===== src/rtl/domain_sequencer.sv =====
// Power-domain sequencer: enables domains in ascending order, each gated by its init
// pulse with a timeout, and disables them highest-first with a fixed gap between steps.
module domain_sequencer #(
  parameter int  N_DOMAINS      = 4,
  parameter int  TIMEOUT_CYCLES = 32,
  parameter int  GAP_CYCLES     = 4,
  localparam int IDX_W          = (N_DOMAINS > 1) ? $clog2(N_DOMAINS) : 1
) (
  input  logic                 clk,
  input  logic                 async_rst_n,
  input  logic                 power_req,
  input  logic [N_DOMAINS-1:0] domain_init,
  output logic [N_DOMAINS-1:0] domain_enable,
  output logic                 all_ready,
  output logic                 busy,
  output logic                 fault,
  output logic [IDX_W-1:0]     fault_index
);

  localparam int CNT_MAX = (TIMEOUT_CYCLES > GAP_CYCLES) ? TIMEOUT_CYCLES : GAP_CYCLES;
  localparam int CNT_W   = $clog2(CNT_MAX + 1);

  localparam logic [CNT_W-1:0] TIMEOUT_LAST  = CNT_W'(TIMEOUT_CYCLES - 1);
  localparam logic [CNT_W-1:0] GAP_UP_LAST   = CNT_W'(GAP_CYCLES - 1);
  localparam logic [CNT_W-1:0] GAP_DOWN_LAST = CNT_W'(GAP_CYCLES);
  localparam logic [IDX_W-1:0] LAST_IDX      = IDX_W'(N_DOMAINS - 1);

  localparam logic [2:0] S_IDLE      = 3'd0;
  localparam logic [2:0] S_WAIT_INIT = 3'd1;
  localparam logic [2:0] S_GAP_UP    = 3'd2;
  localparam logic [2:0] S_RUN       = 3'd3;
  localparam logic [2:0] S_GAP_DOWN  = 3'd4;
  localparam logic [2:0] S_FAULT     = 3'd5;

  // NOTE: reset asserts asynchronously through both stages but releases only on a clock
  // edge, so no state flop ever sees a deassertion close to its active edge.
  logic [1:0] rst_sync_q;
  logic       rst_n;

  always_ff @(posedge clk or negedge async_rst_n) begin
    if (!async_rst_n) rst_sync_q <= 2'b00;
    else              rst_sync_q <= {rst_sync_q[0], 1'b1};
  end

  assign rst_n = rst_sync_q[1];

  logic [2:0]           state_q, state_d;
  logic [IDX_W-1:0]     idx_q, idx_d;
  logic [CNT_W-1:0]     cnt_q, cnt_d;
  logic [N_DOMAINS-1:0] enable_q, enable_d;
  logic [IDX_W-1:0]     fault_index_q, fault_index_d;
  logic                 all_ready_q, busy_q, fault_q;
  logic                 abort;

  always_comb begin
    // NOTE: every variable gets a default first, so no branch can leave one unassigned
    // and infer a latch.
    state_d       = state_q;
    idx_d         = idx_q;
    cnt_d         = cnt_q;
    enable_d      = enable_q;
    fault_index_d = fault_index_q;
    abort         = 1'b0;

    case (state_q)
      S_IDLE: begin
        if (power_req) begin
          enable_d    = '0;
          enable_d[0] = 1'b1;
          idx_d       = '0;
          cnt_d       = '0;
          state_d     = S_WAIT_INIT;
        end
      end

      S_WAIT_INIT: begin
        if (!power_req) begin
          abort = 1'b1;
        end else if (domain_init[idx_q]) begin
          // An init landing on the timeout cycle still counts.
          cnt_d   = '0;
          state_d = (idx_q == LAST_IDX) ? S_RUN : S_GAP_UP;
        end else if (cnt_q == TIMEOUT_LAST) begin
          enable_d      = '0;
          fault_index_d = idx_q;
          idx_d         = '0;
          cnt_d         = '0;
          state_d       = S_FAULT;
        end else begin
          cnt_d = cnt_q + 1'b1;
        end
      end

      S_GAP_UP: begin
        if (!power_req) begin
          abort = 1'b1;
        end else if (cnt_q == GAP_UP_LAST) begin
          idx_d           = idx_q + 1'b1;
          enable_d[idx_d] = 1'b1;
          cnt_d           = '0;
          state_d         = S_WAIT_INIT;
        end else begin
          cnt_d = cnt_q + 1'b1;
        end
      end

      S_RUN: begin
        if (!power_req) begin
          enable_d[LAST_IDX] = 1'b0;
          cnt_d              = '0;
          if (N_DOMAINS == 1) begin
            idx_d   = '0;
            state_d = S_IDLE;
          end else begin
            idx_d   = LAST_IDX - 1'b1;
            state_d = S_GAP_DOWN;
          end
        end
      end

      // idx tracks the highest enable bit still set; a late power_req is ignored here.
      S_GAP_DOWN: begin
        if (cnt_q == GAP_DOWN_LAST) begin
          enable_d[idx_q] = 1'b0;
          cnt_d           = '0;
          if (idx_q == '0) state_d = S_IDLE;
          else             idx_d   = idx_q - 1'b1;
        end else begin
          cnt_d = cnt_q + 1'b1;
        end
      end

      S_FAULT: begin
        enable_d = '0;
        if (!power_req) begin
          fault_index_d = '0;
          state_d       = S_IDLE;
        end
      end

      default: begin
        enable_d      = '0;
        idx_d         = '0;
        cnt_d         = '0;
        fault_index_d = '0;
        state_d       = S_IDLE;
      end
    endcase

    // Abandoning a power-up drops the domain being brought up, then unwinds the rest.
    if (abort) begin
      enable_d[idx_q] = 1'b0;
      cnt_d           = '0;
      if (idx_q == '0) begin
        state_d = S_IDLE;
      end else begin
        idx_d   = idx_q - 1'b1;
        state_d = S_GAP_DOWN;
      end
    end
  end

  // NOTE: sequential state uses non-blocking assignments only, so every flop samples
  // values from before the edge regardless of block ordering.
  always_ff @(posedge clk or negedge rst_n) begin
    if (!rst_n) begin
      state_q       <= S_IDLE;
      idx_q         <= '0;
      cnt_q         <= '0;
      enable_q      <= '0;
      fault_index_q <= '0;
      all_ready_q   <= 1'b0;
      busy_q        <= 1'b0;
      fault_q       <= 1'b0;
    end else begin
      state_q       <= state_d;
      idx_q         <= idx_d;
      cnt_q         <= cnt_d;
      enable_q      <= enable_d;
      fault_index_q <= fault_index_d;
      all_ready_q   <= (state_d == S_RUN);
      busy_q        <= (state_d == S_WAIT_INIT) || (state_d == S_GAP_UP) ||
                       (state_d == S_GAP_DOWN);
      fault_q       <= (state_d == S_FAULT);
    end
  end

  assign domain_enable = enable_q;
  assign all_ready     = all_ready_q;
  assign busy          = busy_q;
  assign fault         = fault_q;
  assign fault_index   = fault_index_q;

endmodule

===== config.mk =====
export PLATFORM = sky130hd
export DESIGN_NAME = domain_sequencer
export DESIGN_NICKNAME = d
export VERILOG_FILES = /design/src/rtl/domain_sequencer.sv
export SDC_FILE = /design/constraint.sdc
export NUM_CORES = 1
export LEC_CHECK = 0
export BUFFER_PORTS_ARGS = -buffer_cell sky130_fd_sc_hd__buf_4
export CAP_MARGIN = 20
export CORE_ASPECT_RATIO = 0.7
export CORE_MARGIN = 3
export CORE_UTILIZATION = 32
export CTS_CLUSTER_SIZE = 20
export DETAILED_ROUTE_END_ITERATION = 12
export PLACE_DENSITY = 0.48
export RECOVER_POWER = 50
export SLEW_MARGIN = 30
export SYNTH_ARGS = -nofsm -noshare
export SYNTH_HDL_FRONTEND = slang
export SYNTH_SLANG_ARGS = --single-unit

===== constraint.sdc =====
create_clock -name clk -period 1.45 [get_ports clk]
set_clock_uncertainty 0.1 [all_clocks]
set_input_delay 0.3625 -clock clk [delete_from_list [all_inputs] [get_ports clk]]
set_output_delay 0.3625 -clock clk [all_outputs]
set_load 0.02 [all_outputs]

==> summary.txt <==
status - finished, violations left
failing checks - negative setup slack
Crit. End Element - register
critical path depth in cells - 6
worst reg-to-reg path cell count - 6
number of global-route vias before repair - 1,947
die height - 67.8 um
RSZ-0062 raised after global routing - true
slew margin rel. - 63.1%
first-pass GRT wire length - 9870 um
H-tree depth - 1
Root Driver - clkbuf_8
Worst-Skew Late Latency - 0.28 ns
Yosys cell types - 57
Achievable Freq - 0.515 GHz
First-pass DRT Iterations - 4
Max clock buf depth - 2
Final WS setup - -0.490 ns
Clk pin slew, worst setup/hold paths - 0.09 ns
die area - 6390 um2
Top FF cell, synth - dfrtp_1
area grow syn2layout - 64.4%
crit path kind - reg2reg
CP max stage delay - 0.42 ns
element type at the critical path start - register
number of enable flip-flop cells after synthesis - 0
register area share after synthesis - 31.6%
Period minus WS final - 1.94 ns
initial antenna violation count - 0
worst min-delay path class - reg2async
post-synthesis instance total - 200
setup violators final - 20
Vias - 1,915
largest net degree at the start of global routing - 21
share of cells above drive strength 1 - 60.7%
worst-path maximum fanout - 3
CP delay by family, top - compound AO/OA/AOI/OAI gates
Syn Area/Cell - 8.72 um2
crit share post-route - 134%
P_leak - 1.26 nW
initial core utilization - 34.8%
Worst-Margin Slew - 0.554 ns
Slew Limit Fails - 0
routability cong. - 0.868
FFs w/ async S/R, synth - 100%
Fin. Hold Viols - 0
top-level port count - 16
detailed-route vias per instance - 5.26
WHS - 0.209 ns
Avg WL per Cell - 16.5 um
Final ANT Viol Nets - 0
gr usage total - 20.2%
crit path DAT - 2.01 ns
CP Buf/Inv Count - 0
HPWL Detailed - 4570 um
CTS Sinks - 22
# diodes - 0
Synth Net Count - 215
total grt overflow - 0
register bit total from synthesis - 22
port bufs - 15
Final nets - 311
DRC errors left - 0
CTS tree - done
Util after Layout - 57.1%
Max IR drop VDD - 0.661 mV
mapped cell area - 1740 um2
# rows - 21
setup TNS - -8.20 ns
Critical Path RT - 1.52 ns
Pwr Density - 1490 nW/um2
Die W - 94.2 um
YS warnings - 0
Num CTS Buffers - 3
MaxCap Viol Count - 0
Routed WL - 6020 um
Core ar. - 5020 um2
slowest CP cell - dfrtp_1
crit path cell chain - ha_4 -> or2b_4 -> o31a_1 -> a311oi_2 -> a21oi_1 -> mux2i_1
DR iter-0 viols - 75
report_power, final:
part | switching (mW) | internal, mW
logic | 1.45 | 1.48
clock network | 0.239 | 0.244
registers | 0.111 | 0.743
cells by family after synthesis:
kind of cell	count (synthesis)	share of synthesized area (%)
xor+xnor	2	1.00
other cells	1	0.215
compound gates	62	24.8
flops	22	31.6
buf+inv	21	6.96
simple gates	77	24.7
fa+ha+maj	8	5.74
mux	7	4.95
placed cells by master (no fill, tap or decap), types with 5 or more instances in the layout:
cell type  Yosys  layout
a21oi_1       22      15
a21oi_2        0       7
buf_4          0      90
buf_6          3       8
dfrtp_1       22      18
inv_2          0       6
nand2_1        7       5
nand2b_1       9       8
nor2_1        19      11
nor2_2         1       5
nor3_1        11       5
o21ai_0        7       5
synthesized netlist by cell type (3+ instances only):
cell type	instances	area, um2
nor3_1	11	55.1
a21oi_1	22	110
dfrtp_1	22	551
nand2_1	7	26.3
clkbuf_1	6	22.5
nor2b_1	5	31.3
inv_1	10	37.5
nand3_1	4	20.0
nand2b_1	9	56.3
nor4_1	3	18.8
mux2i_1	3	30.0
ha_1	8	100
a211oi_1	3	22.5
mux2_2	3	33.8
o21ai_0	7	35.0
nor2_1	19	71.3
a41o_1	3	30.0
buf_6	3	33.8
path summary, 6_finish.rpt:
check	startpoint	endpoint	slack [ns]
setup / recovery	cnt_q[0]	busy	-0.49
hold / removal	rst_sync_q[1]	domain_enable[1]	0.21
setup reg to reg	cnt_q[0]	busy	-0.49
hold reg to reg	rst_sync_q[1]	domain_enable[1]	0.21
max in group asynchronous	rst_sync_q[1]	state_q[2]	0.64
min in group clk	rst_sync_q[0]	rst_sync_q[1]	0.26
layer usage:
layer  global-route usage [%]  up-vias  part of all wire, %  routed length, um
met5                        0        -                    0                  0
met3                     3.45        4                  6.2                376
met4                     3.60        0                 0.56                 34
li1                         -      926                    -                  -
met2                     32.4       51                   48               2870
met1                     28.9      934                   46               2740
what timing repair did:
| item | in CTS | in global routing |
|---|---|---|
| pin swaps | 12 | 25 |
| endpoints found under the setup margin | 20 | 20 |
| buffers inserted | 4 | 6 |
| hold endpoints to repair | 2 | 0 |
| hold buffers | 1 | 0 |
| resized for setup | 28 | 42 |
flip-flops by register name, summed over array words and instances, names as in the netlist:
signal,cells
all_ready,1
busy,1
cnt_q,6
domain_enable,4
fault,1
fault_index,2
idx_q,2
rst_sync_q,2
state_q,3
layout make-up:
cell class	count	area, um2
Clock buffer	4	55.1
Fill cell	412	2150
Inverter	10	37.5
Multi-Input combinational cell	157	1330
Sequential cell	22	556
Tap cell	69	86.3
Timing Repair Buffer	102	800
per-stage QoR:
step	area, um2	instances	power (mW)	setup WS (ns)
after floorplan	1780	200	2.16	-0.476
final	2870	364	4.27	-0.490
after global routing	2870	364	4.56	-0.595
after detailed placement	2470	349	3.29	-0.567
after global placement	2470	349	3.26	-0.560
after CTS	2660	358	3.99	-0.513
(Power assumes the default switching activity.)
